[config.mk]
export PLATFORM = sky130hd
export DESIGN_NAME = tlb_cache_flat
export DESIGN_NICKNAME = d
export VERILOG_FILES = /design/src/rtl/tlb_cache_pkg.sv /design/src/rtl/tlb_cache_if.sv /design/src/rtl/tlb_cache_cam.sv /design/src/rtl/tlb_cache.sv /design/src/flat_wrapper.sv
export SDC_FILE = /design/constraint.sdc
export NUM_CORES = 1
export LEC_CHECK = 0
export CAP_MARGIN = 25
export CORE_MARGIN = 3
export CORE_UTILIZATION = 45
export CTS_CLUSTER_DIAMETER = 50
export DETAILED_ROUTE_END_ITERATION = 10
export PLACE_DENSITY_LB_ADDON = 0.12
export SLEW_MARGIN = 0
export SYNTH_ARGS = -nofsm -noshare
export SYNTH_HDL_FRONTEND = slang
export SYNTH_HIERARCHICAL = 1
export SYNTH_SLANG_ARGS = --single-unit
[constraint.sdc]
create_clock -name clk -period 3.2 [get_ports clk]
set_clock_uncertainty 0.15 [all_clocks]
set_input_delay 0.64 -clock clk [delete_from_list [all_inputs] [get_ports clk]]
set_output_delay 0.64 -clock clk [all_outputs]
set_load 0.02 [all_outputs]
[src/rtl/tlb_cache_pkg.sv]
// Shared types for the TLB responder: FSM states and the cache entry layout.
// Entry field widths are the widths the cache is built for.
package tlb_cache_pkg;

  localparam int unsigned TLB_VPN_W = 27;
  localparam int unsigned TLB_PPN_W = 44;

  typedef enum logic [1:0] {
    S_IDLE,
    S_WALK_REQ,
    S_WALK_WAIT,
    S_RESP
  } state_t;

  typedef struct packed {
    logic                 valid;
    logic [TLB_VPN_W-1:0] vpn;
    logic [TLB_PPN_W-1:0] ppn;
  } tlb_entry_t;

endpackage

[src/rtl/tlb_cache_if.sv]
// Translation request/response bundle between tlb_arbiter and tlb_cache.
interface tlb_if #(
  parameter int unsigned VPN_W = tlb_cache_pkg::TLB_VPN_W,
  parameter int unsigned PPN_W = tlb_cache_pkg::TLB_PPN_W
);
  logic             valid;
  logic [VPN_W-1:0] vpn;
  logic             ack;
  logic [PPN_W-1:0] ppn;

  modport master (output valid, output vpn, input ack, input ppn);
  modport slave  (input valid, input vpn, output ack, output ppn);
endinterface

[src/rtl/tlb_cache_cam.sv]
// Combinational fully-associative match plus lowest-free-slot search.
module tlb_cam
  import tlb_cache_pkg::*;
#(
  parameter int unsigned ENTRIES = 8,
  parameter int unsigned IDX_W   = $clog2(ENTRIES)
) (
  input  logic [ENTRIES-1:0]   valid_vec,
  input  logic [TLB_VPN_W-1:0] entry_vpn [ENTRIES],
  input  logic [TLB_VPN_W-1:0] vpn,
  output logic                 hit,
  output logic [IDX_W-1:0]     hit_idx,
  output logic [IDX_W-1:0]     free_idx,
  output logic                 any_free
);

  always_comb begin
    hit     = 1'b0;
    hit_idx = '0;
    for (int unsigned i = 0; i < ENTRIES; i++) begin
      if (!hit && valid_vec[i] && (entry_vpn[i] == vpn)) begin
        hit     = 1'b1;
        hit_idx = IDX_W'(i);
      end
    end
  end

  // Scan downward so the last assignment leaves the lowest invalid index.
  always_comb begin
    any_free = 1'b0;
    free_idx = '0;
    for (int unsigned i = ENTRIES; i > 0; i--) begin
      if (!valid_vec[i-1]) begin
        any_free = 1'b1;
        free_idx = IDX_W'(i - 1);
      end
    end
  end

endmodule

[src/rtl/tlb_cache.sv]
// Responder end of tlb_if: fully-associative translation cache that walks the
// page table on a miss, installs the result and acknowledges one request at a time.
module tlb_cache
  import tlb_cache_pkg::*;
#(
  parameter int unsigned ENTRIES = 8,
  parameter int unsigned VPN_W   = TLB_VPN_W,
  parameter int unsigned PPN_W   = TLB_PPN_W
) (
  input  logic             clk,
  input  logic             rst_n,
  tlb_if.slave             tlb_req,
  input  logic             flush,
  output logic             ptw_req_valid,
  output logic [VPN_W-1:0] ptw_req_vpn,
  input  logic             ptw_req_ready,
  input  logic             ptw_resp_valid,
  input  logic [PPN_W-1:0] ptw_resp_ppn
);

  localparam int unsigned IDX_W = $clog2(ENTRIES);

  if (ENTRIES < 2 || (ENTRIES & (ENTRIES - 1)) != 0 ||
      VPN_W != TLB_VPN_W || PPN_W != TLB_PPN_W) begin : g_bad_cfg
    $error("tlb_cache: ENTRIES must be a power of two >= 2 and widths must match tlb_entry_t");
  end

  state_t               state;
  tlb_entry_t           entries [ENTRIES];
  logic [VPN_W-1:0]     vpn_r;
  logic [PPN_W-1:0]     ppn_r;
  logic                 ack_r;
  logic                 flush_pend;
  logic [IDX_W-1:0]     rr_ptr;

  logic [ENTRIES-1:0]   valid_vec;
  logic [VPN_W-1:0]     entry_vpn [ENTRIES];
  logic                 hit;
  logic [IDX_W-1:0]     hit_idx;
  logic [IDX_W-1:0]     free_idx;
  logic                 any_free;
  logic [IDX_W-1:0]     install_idx;
  logic                 do_install;

  always_comb begin
    valid_vec = '0;
    for (int unsigned i = 0; i < ENTRIES; i++) begin
      valid_vec[i] = entries[i].valid;
      entry_vpn[i] = entries[i].vpn;
    end
  end

  tlb_cam #(
    .ENTRIES (ENTRIES),
    .IDX_W   (IDX_W)
  ) u_cam (
    .valid_vec (valid_vec),
    .entry_vpn (entry_vpn),
    .vpn       (tlb_req.vpn),
    .hit       (hit),
    .hit_idx   (hit_idx),
    .free_idx  (free_idx),
    .any_free  (any_free)
  );

  // A flush landing on the response edge also suppresses the install.
  always_comb begin
    install_idx = any_free ? free_idx : rr_ptr;
    do_install  = (state == S_WALK_WAIT) && ptw_resp_valid && !flush_pend && !flush;
  end

  always_ff @(posedge clk or negedge rst_n) begin
    if (!rst_n) begin
      for (int unsigned i = 0; i < ENTRIES; i++) begin
        entries[i] <= '0;
      end
      rr_ptr <= '0;
    end else if (flush) begin
      for (int unsigned i = 0; i < ENTRIES; i++) begin
        entries[i].valid <= 1'b0;
      end
      rr_ptr <= '0;
    end else if (do_install) begin
      entries[install_idx] <= '{valid: 1'b1, vpn: vpn_r, ppn: ptw_resp_ppn};
      if (!any_free) begin
        rr_ptr <= rr_ptr + IDX_W'(1);
      end
    end
  end

  always_ff @(posedge clk or negedge rst_n) begin
    if (!rst_n) begin
      state         <= S_IDLE;
      vpn_r         <= '0;
      ppn_r         <= '0;
      ack_r         <= 1'b0;
      ptw_req_valid <= 1'b0;
      ptw_req_vpn   <= '0;
      flush_pend    <= 1'b0;
    end else begin
      ack_r <= 1'b0;
      unique case (state)
        S_IDLE: begin
          if (tlb_req.valid) begin
            vpn_r <= tlb_req.vpn;
            if (hit && !flush) begin
              ppn_r <= entries[hit_idx].ppn;
              ack_r <= 1'b1;
              state <= S_RESP;
            end else begin
              ptw_req_valid <= 1'b1;
              ptw_req_vpn   <= tlb_req.vpn;
              state         <= S_WALK_REQ;
            end
          end
        end
        S_WALK_REQ: begin
          if (flush) begin
            flush_pend <= 1'b1;
          end
          if (ptw_req_ready) begin
            ptw_req_valid <= 1'b0;
            state         <= S_WALK_WAIT;
          end
        end
        S_WALK_WAIT: begin
          if (ptw_resp_valid) begin
            ppn_r      <= ptw_resp_ppn;
            ack_r      <= 1'b1;
            flush_pend <= 1'b0;
            state      <= S_RESP;
          end else if (flush) begin
            flush_pend <= 1'b1;
          end
        end
        S_RESP: begin
          state <= S_IDLE;
        end
        default: begin
          state <= S_IDLE;
        end
      endcase
    end
  end

  assign tlb_req.ack = ack_r;
  assign tlb_req.ppn = ppn_r;

endmodule

[src/flat_wrapper.sv]
// flat-port wrapper written by rule: the top's interface ports become plain ports
module tlb_cache_flat import tlb_cache_pkg::*;
#(
  parameter int unsigned ENTRIES = 8,
  parameter int unsigned VPN_W   = TLB_VPN_W,
  parameter int unsigned PPN_W   = TLB_PPN_W
)
  (clk, rst_n, flush, ptw_req_valid, ptw_req_vpn, ptw_req_ready, ptw_resp_valid, ptw_resp_ppn, tlb_req_valid, tlb_req_vpn, tlb_req_ack, tlb_req_ppn);
  tlb_if #(.VPN_W(VPN_W), .PPN_W(PPN_W)) tlb_req_i ();
  input  logic clk;
  input  logic rst_n;
  input  logic flush;
  output logic ptw_req_valid;
  output logic [VPN_W-1:0] ptw_req_vpn;
  input  logic ptw_req_ready;
  input  logic ptw_resp_valid;
  input  logic [PPN_W-1:0] ptw_resp_ppn;
  input wire logic [$bits(tlb_req_i.valid)-1:0] tlb_req_valid;
  input wire logic [$bits(tlb_req_i.vpn)-1:0] tlb_req_vpn;
  output wire logic [$bits(tlb_req_i.ack)-1:0] tlb_req_ack;
  output wire logic [$bits(tlb_req_i.ppn)-1:0] tlb_req_ppn;
  assign tlb_req_i.valid = tlb_req_valid;
  assign tlb_req_i.vpn = tlb_req_vpn;
  assign tlb_req_ack = tlb_req_i.ack;
  assign tlb_req_ppn = tlb_req_i.ppn;
  tlb_cache #(.ENTRIES(ENTRIES), .VPN_W(VPN_W), .PPN_W(PPN_W)) u_core (.clk(clk), .rst_n(rst_n), .tlb_req(tlb_req_i), .flush(flush), .ptw_req_valid(ptw_req_valid), .ptw_req_vpn(ptw_req_vpn), .ptw_req_ready(ptw_req_ready), .ptw_resp_valid(ptw_resp_valid), .ptw_resp_ppn(ptw_resp_ppn));
endmodule
### Word-level counts from Yosys, hierarchy flattened

Cells that the tools add are included.

* input port bits: 77
* logic and storage cells: 168
* register bits after elaboration: 682

* reductions and logical operators: 41
* magnitude comparators: 3
* bitwise logic cells: 4
* mux-type cells: 70
* $add $sub $neg: 1
* eq/ne operators: 17

Operators by type and width (number)
* bitwise mux 576 bit: 1
* two-way mux 576 bit: 1
* two-way mux 44 bit: 5
* binary-select mux 72 bit (select 3 bit): 1
* demux 72 bit (select 3 bit): 1
* equality test 27 bit: 8
* case mux 44 bit (2 select lines): 1
* two-way mux 72 bit: 1
* two-way mux 3 bit: 18
* two-way mux 1 bit: 33
* logical AND 1 bit: 20
* inequality test 2 bit, second input constant: 5
* logical NOT 1 bit: 9
* greater-or-equal comparator 4 bit, second input constant: 2
* two-way mux 2 bit: 4
* inverter 3 -> 4 bit: 2
* case mux 2 bit (4 select lines): 1
* AND reduction 4 bit: 2
* nonzero test 2 bit: 4
* case mux 1 bit (2 select lines): 3
* AND reduction 2 bit: 3
* AND reduction 3 bit: 2
* equality test 2 bit, second input constant: 2
* less-than comparator 4 x 1 -> 1 bit, second input constant: 1
* other kinds (5): 6

### Logic depth before layout (Yosys ltp)

Gate-level depths: netlist of run 1.

* depth after elaboration: 38
* depth in mapped cells: 15
* mapped depth without buffers: 11

### Hierarchy

Netlist of run 1, hierarchy kept.

By module, submodules not included
* tlb_cache: area each 28319.7 µm², instances 1, seq. area each 17066.4 µm², cells each 1745
* tlb_cam: area each 2746.4 µm², instances 1, seq. area each 0.0 µm², cells each 345

### Least setup slack after synthesis of run 1

Ideal clock, no wire load.

* kind: input to register
* from: in tlb_req_vpn[19]
* to: reg u_core.ppn_r[37], in the netlist u_core/tlb_req.ppn[37]
* required time: 2.915 ns
* library setup time: 0.135 ns
* stages: 15
* arrival time: 3.371 ns
* path slack: -0.456 ns
* path through: buf_4 > xnor2_1 > nand4_1 > nor4_1 > nand4_1 > o21ai_1 > a21boi_1 > o22ai_1 > buf_2 > buf_4 > buf_2 > mux4_2 > mux2_2 > mux2i_1 > o21ai_0

* cells in the longest elaborated chain, start to end: 38
* elaborated cells on any way between the ends: 55

Ends and longest elaborated chain
* start: declaration: line flat_wrapper.sv:19 `input wire logic [$bits(tlb_req_i.vpn)-1:0] tlb_req_vpn;`
* equality test 27 bit: line tlb_cache_cam.sv:21 `if (!hit && valid_vec[i] && (entry_vpn[i] == vpn)) begin`
* logical AND 1 bit: line tlb_cache_cam.sv:21
* two-way mux 1 bit: line tlb_cache_cam.sv:21
* logical NOT 1 bit: line tlb_cache_cam.sv:21
* logical AND 1 bit (2 in a row): line tlb_cache_cam.sv:21
* two-way mux 1 bit: line tlb_cache_cam.sv:21
* logical NOT 1 bit: line tlb_cache_cam.sv:21
* logical AND 1 bit (2 in a row): line tlb_cache_cam.sv:21
* [... 20 more ...]
* two-way mux 3 bit (*): line tlb_cache_cam.sv:21
* via u_core.hit_idx[0]: line tlb_cache.sv:39 `logic [IDX_W-1:0] hit_idx;`
* inverter 3 -> 4 bit (implied by the code) (*): line tlb_cache.sv:107 `ppn_r <= entries[hit_idx].ppn;`
* binary-select mux 72 bit (select 3 bit) (*): line tlb_cache.sv:107
* two-way mux 44 bit (implied by the code) (*) (2 in a row): line tlb_cache.sv:107
* two-way mux 44 bit (*): line tlb_cache.sv:106 `if (hit && !flush) begin`
* two-way mux 44 bit (*): line tlb_cache.sv:104 `if (tlb_req.valid) begin`
* case mux 44 bit (2 select lines) (*): line tlb_cache.sv:102 `unique case (state)`
* end signal: assignment: line tlb_cache.sv:107
* end signal: assignment: line tlb_cache.sv:128 `ppn_r <= ptw_resp_ppn;`
* end: declaration: line tlb_cache.sv:31 `logic [PPN_W-1:0] ppn_r;`

The timed path passes the listed nets; every way through them passes the cells marked *. The select of a mux whose other input is x is not followed.
A chain may end at the register's enable or synchronous reset.

### Worst setup path in the final report of run 1

* from: in tlb_req_vpn[11]
* to: reg u_core.ppn_r[41], in the netlist u_core/tlb_req.ppn[41]

The elaborated chain is that of the path after synthesis.

==> results of run 1 <==
## metrics by stage
stage | setup TNS (ns) | cells | power (uW) | util
detailed placement | -93.08 | 3168 | 16000 | 0.520
CTS | -12.92 | 3372 | 26100 | 0.584
floorplan | -6.96 | 2090 | 13400 | -
finish | -19.01 | 3391 | 26000 | 0.589
global placement | -96.04 | 3167 | 15800 | 0.520
global route | -23.63 | 3390 | 27200 | 0.589
## layout make-up
| class | count | share of cell area |
|---|---|---|
| well taps | 873 | 0.0274 |
| clock inverters | 38 | 0.0129 |
| diodes | 1 | 0.0000627 |
| inverters | 16 | 0.00151 |
| flip-flops and latches | 682 | 0.428 |
| multi-input cells | 1260 | 0.354 |
| clock buffers | 116 | 0.0595 |
| repair buffers | 405 | 0.117 |
## registers in the layout, indices dropped and copies added (netlist names)
register	flops
u_core/state	2
u_core/tlb_req.ack	1
u_core/ptw_req_vpn	27
u_core/rr_ptr	3
u_core/entries	576
u_core/flush_pend	1
u_core/vpn_r	27
u_core/ptw_req_valid	1
u_core/tlb_req.ppn	44
## cell families (layout without fill, tap and decap cells)
logic type,count (synthesis),after routing,share of synthesized area
AO/OA/AOI/OAI,72,72,0.0131
XOR/XNOR,218,218,0.0615
adder cells (fa/ha/maj),4,4,0.00161
buffers and inverters,148,575,0.0253
flip-flops,682,682,0.549
multiplexers,801,801,0.320
other,0,1,0
AND/OR/NAND/NOR,165,165,0.0288
## power groups by stage
stage | clock (uW) | sequential [uW] | combinational (uW)
2_1_floorplan | 0 | 10900 | 2550
3_3_place_gp | 0 | 10800 | 5030
3_5_place_dp | 0 | 10900 | 5140
4_1_cts | 10000 | 10700 | 5380
5_1_grt | 10400 | 10900 | 5950
6_report | 9780 | 10700 | 5530
## layout by cell type, fill, tap and decap left out, types with 9 or more instances in the layout
| cell type | count |
|---|---|
| xnor2_2 | 38 |
| buf_16 | 9 |
| xnor2_4 | 11 |
| nor4_1 | 15 |
| mux2i_1 | 43 |
| mux2_4 | 32 |
| o21ai_1 | 44 |
| nor4_2 | 16 |
| nor2_1 | 9 |
| buf_12 | 65 |
| mux2_2 | 634 |
| nand4_1 | 42 |
| dlygate4sd2_1 | 15 |
| clkbuf_16 | 90 |
| clkdlybuf4s50_1 | 121 |
| buf_4 | 139 |
| xor2_1 | 95 |
| nand2_1 | 60 |
| mux4_2 | 88 |
| clkbuf_8 | 11 |
| buf_6 | 30 |
| clkbuf_1 | 19 |
| inv_1 | 16 |
| dfrtp_1 | 680 |
| xnor2_1 | 73 |
| bufinv_16 | 10 |
## final timing paths
path / depth (start not counted) / start / to / slack (ns)
min in group asynchronous: 2 / rst_n / u_core/entries[365] / 0.46
worst max register to register: 14 / u_core/entries[127] / u_core/tlb_req.ppn[41] / -0.37
max in group asynchronous: 3 / rst_n / u_core/entries[67] / 1.48
worst min-delay path: 2 / tlb_req_vpn[10] / u_core/ptw_req_vpn[10] / 0.22
worst max-delay path: 16 / tlb_req_vpn[11] / u_core/tlb_req.ppn[41] / -0.43
worst min register to register: 2 / u_core/tlb_req.ppn[7] / u_core/tlb_req.ppn[7] / 0.33
## metal layers
| layer | GRT usage | vias to the layer above |
|---|---|---|
| li1 | - | 8324 |
| met1 | 0.319 | 10100 |
| met2 | 0.381 | 330 |
| met3 | 0.0431 | 126 |
| met4 | 0.0648 | 4 |
| met5 | 0 | - |
## what timing repair did
| item | CTS | global route |
|---|---|---|
| hold buffers | 1 | 0 |
| endpoints found under the hold margin | 50 | 0 |
| pin swaps | 54 | 35 |
| buffers inserted | 40 | 17 |
| endpoints found under the setup margin | 74 | 74 |
| cloned | 12 | 5 |
| gates resized for setup | 200 | 52 |
==> results.cfg, run 1 <==
[yosys]
synth_seq_area_share = 0.549
synth-seq-cells = 682
yosysUniqueCellTypes = 41
postSynthAreaPerCell_sq_um = 14.9
syn_inst = 2090
yosys.area.top_type_share = 0.549
synthesis.area_sq_um = 31100
ys_warn_count = 6
synthTopCellsByCount = 682 x dfrtp_1, 666 x mux2_2, 122 x xnor2_1, 96 x xor2_1, 88 x mux4_2
synth_edf_count = 0
synth.most_common_cell = dfrtp_1
synth_area_leader_cell = dfrtp_1
async_flop_share = 1.00
synthTopCellsByArea = dfrtp_1 55%, mux2_2 24%, mux4_2 6.4%, xnor2_1 3.4%, xor2_1 2.7%
syn-num-nets = 2171
synthFlopType = dfrtp_1

[sta]
fmax_ghz = 0.276
hold_slack_ns = 0.218
slew_violations = 0
finalHoldViolations = 0
tightest_slew_ns = 0.792
worst_slack_ns = -0.426
rsz0062_at_grt = yes
min_period_ns = 3.63
period_share = 1.13
maxSlewHeadroom = 0.472
setup_viol = 71

[global_route]
grt_max_degree = 78
grt_first_pass_wirelength_microns = 126000
antenna_found_initial = 3
gr-usage-all-layers = 0.232
grt_pass1_vias = 20200
grt_overflow = 0

[setup_path]
startpoint_type = input pin
critPathKind = in2reg
path_common_cell = buf_12
path_max_fanout = 8
path_delay_family = simple AND/OR/NAND/NOR gates
critPathSlowestCell = nor4_2
cp.arrival_ns = 3.97
required_ns = 3.54
cp-end-kind = flip-flop
cp_cell_sequence = dlygate4sd2_1 > buf_12 > xnor2_2 > nand4_1 > nor4_2 > and4_1 > o21ai_2 > a21boi_4 > o22ai_4 > buf_6 > buf_12 > buf_12 > mux4_2 > mux2_4 > mux2i_2 > o21ai_1
crit_buf_inv = 5
slowest_delay_ns = 0.44

[power_and_ir_drop]
seqPwrFrac = 0.412
p_int_uw = 18600
power_density_nw_per_um2 = 653
p_leak_uw = 0.0189
p_comb_frac = 0.212
switchingPower_uw = 7460
clkPwrFrac = 0.376
vdd_drop_max_mv = 0.529
p_sw_frac = 0.287

[routing]
wl_met1_microns = 37100
first_iter_violations = 946
met3_length_microns = 3520
maxUsedRoutingLayer = met5
drc = 0
ant_nets = 0
avgRoutedWirePerCell_microns = 24.4
dr.pass1.iters = 4
dr_wl_met2_microns = 40400
drt_wl_total_microns = 82800
vias = 18900
vias_per_cell = 5.56

[die]
core_sq_um = 67800
ios = 150
rows = 95
die_y_microns = 269
die_area_sq_um = 72200
die_w_microns = 269
start_util = 0.459

[placed_design]
io_buffers = 149
dp_hpwl_microns = 51000
dpl_cell_area_sq_um = 35200
place_congestion = 0.904
pre_cts_slack_ns = -1.53

[final_layout]
fillers = 5299
drive_gt1_frac = 0.495
nets = 2530
seq_area_sq_um = 17100
finalInstanceArea_sq_um = 39900
area_growth_pct = 28.4
multi_input_area_sq_um = 14100

[clocking]
clk_latency_ns = 0.63
root_buffer = clkbuf_16
cts_buffers = 84
clk_path_buf_depth = 3
path_clk_slew_ns = 0.06
cts_tree = done
clock-sinks = 682
htreeDepth = 3

[worst_hold_path]
hold_class = in2reg

[status]
violations = setup timing
outcome = complete, but fails checks

[run]
cap_violations = 0
No activity file was read; power rests on OpenSTA's default activity.
==> inputs of run 2 (changes only) <==
Settings changed: GPL_ROUTABILITY_DRIVEN from default to 0.
Clock period 3.2 ns to 3.38 ns, I/O delays scaled along.
==> run 2 against run 1 <==
The flow still finishes with violations (setup timing). Total power fell by 4.9%. Global-route usage fell by 0.34 points. Core utilization fell by 0.64 points. Critical path depth did not move. Clock power fell by 2%. Worst hold slack improved by 0.12 ns. Sequential share of layout area rose by 0.46 points. Count of clock-buffer cells in the layout did not move. Via count fell by 1.4%. Setup slack improved by 0.098 ns. Register-to-register slack improved by 0.05 ns. Largest cell class unchanged.
==> results.cfg, run 2 (synthesis gave the netlist of run 1 again) <==
[die]
die_w_microns = 269
die_y_microns = 269
ios = 150
die_area_sq_um = 72200
rows = 95
start_util = 0.459
core_sq_um = 67800

[global_route]
grt_max_degree = 78
grt_pass1_vias = 20100
gr-usage-all-layers = 0.229
antenna_found_initial = 2
grt_overflow = 0
grt_first_pass_wirelength_microns = 124000

[clocking]
clk_path_buf_depth = 3
cts_buffers = 89
cts_tree = done
clk_latency_ns = 0.64
root_buffer = clkbuf_16
htreeDepth = 3
clock-sinks = 682
path_clk_slew_ns = 0.05

[placed_design]
io_buffers = 149
dpl_cell_area_sq_um = 35400
dp_hpwl_microns = 51200

[sta]
finalHoldViolations = 0
worst_slack_ns = -0.328
setup_viol = 44
maxSlewHeadroom = 0.478
tightest_slew_ns = 0.773
min_period_ns = 3.71
period_share = 1.10
rsz0062_at_grt = yes
totalNegativeSetupSlack_ns = -11.45
slew_violations = 0
fmax_ghz = 0.270

[final_layout]
largest_reg_flops = 576
final_cell_mix = 682 x dfrtp_1, 642 x mux2_2, 155 x buf_4
finalInstanceArea_sq_um = 39500
top_register = u_core/entries
final_util = 0.582
nets = 2526
final_common_cell = dfrtp_1
drive_gt1_frac = 0.484
area_growth_pct = 27.0

[setup_path]
startpoint_type = input pin
path_max_fanout = 5
critPathKind = in2reg
cp-end-kind = flip-flop
required_ns = 3.75
cp.arrival_ns = 4.08

[power_and_ir_drop]
p_leak_uw = 0.0188
vdd_drop_max_mv = 0.443
power_density_nw_per_um2 = 627

[routing]
first_iter_violations = 1057
drt_wl_total_microns = 80400
vias = 18600
drc = 0
avgRoutedWirePerCell_microns = 23.7
dr.pass1.iters = 4
ant_nets = 0
vias_per_cell = 5.49

[status]
outcome = complete, but fails checks
violations = setup timing

[run]
cap_violations = 0

[worst_hold_path]
hold_class = reg2reg
run 2: cell count changes in the layout (fill, tap and decap cells not counted), moves of 6 or more:
cell	before	now
mux2_2	634	642
dlygate4sd2_1	15	23
buf_6	30	22
buf_12	65	58
buf_4	139	155
mux2_4	32	24
xnor2_2	38	28
xnor2_4	11	5
xnor2_1	73	89
run 2: critical path: stages:
cell and delay [ns]:
dlygate4sd2_1 0.30, xnor2_1 0.19, buf_4 0.16, nand4_1 0.19, nor4_4 0.37, buf_4 0.16, nand4_1 0.10, a21boi_4 0.20
o22ai_4 0.29, buf_6 0.20, buf_16 0.15, buf_12 0.11, mux4_2 0.47, mux2_4 0.27, mux2i_1 0.13, o21ai_1 0.09
run 2: stage by stage:
stage	worst slack, ns	cells	total power, uW	hold slack (ns)
detailed placement	-1.42	3186	15200	0.320
floorplan	-0.0513	2090	12700	0.230
global route	-0.451	3386	25900	0.328
finish	-0.328	3388	24700	0.335
global placement	-1.34	3185	15000	0.312
CTS	-0.298	3383	25000	0.304
run 2: worst paths after layout:
check / slack [ns] / to / cells past startpoint / from
max: -0.33 / u_core/tlb_req.ppn[15] / 16 / tlb_req_vpn[1]
min: 0.33 / u_core/tlb_req.ppn[7] / 2 / u_core/tlb_req.ppn[7]
max reg2reg: -0.32 / u_core/tlb_req.ppn[15] / 15 / u_core/entries[333]
min reg2reg: 0.33 / u_core/tlb_req.ppn[7] / 2 / u_core/tlb_req.ppn[7]
max in group asynchronous: 1.67 / u_core/entries[468] / 3 / rst_n
min in group asynchronous: 0.50 / u_core/tlb_req.ppn[7] / 2 / rst_n
run 2: cell type report:
class | instances | area (sq um)
timing repair buffer | 396 | 4300
inverter | 16 | 60.1
clock buffer | 116 | 2460
sequential | 682 | 17100
clock inverter | 43 | 598
fill | 5308 | 28300
antenna | 2 | 5.00
multi-input combinational | 1260 | 13900
tap | 873 | 1090
run 2: metal layers:
layer,vias up,global-route usage,wire (microns)
met1,9853,0.320,37100
met2,305,0.376,38800
met3,114,0.0351,2710
met5,-,0,11
li1,8324,-,-
met4,2,0.0598,1770
run 2: power by group:
| part | leakage, uW | internal (uW) | switching [uW] |
|---|---|---|---|
| sequential | 0.00929 | 9140 | 1030 |
| clock | 0.00148 | 5930 | 3670 |
| combinational | 0.00798 | 2590 | 2390 |
| total | 0.0188 | 17600 | 7100 |
run 2: timing repair:
item / in CTS / in global routing
hold endpoints to repair: 58 / 0
endpoints found under the setup margin: 69 / 72
buffers inserted: 32 / 3
hold buffers: 1 / 0
gates resized for setup: 118 / 42
gates cloned: 7 / 1
pin swaps: 43 / 14
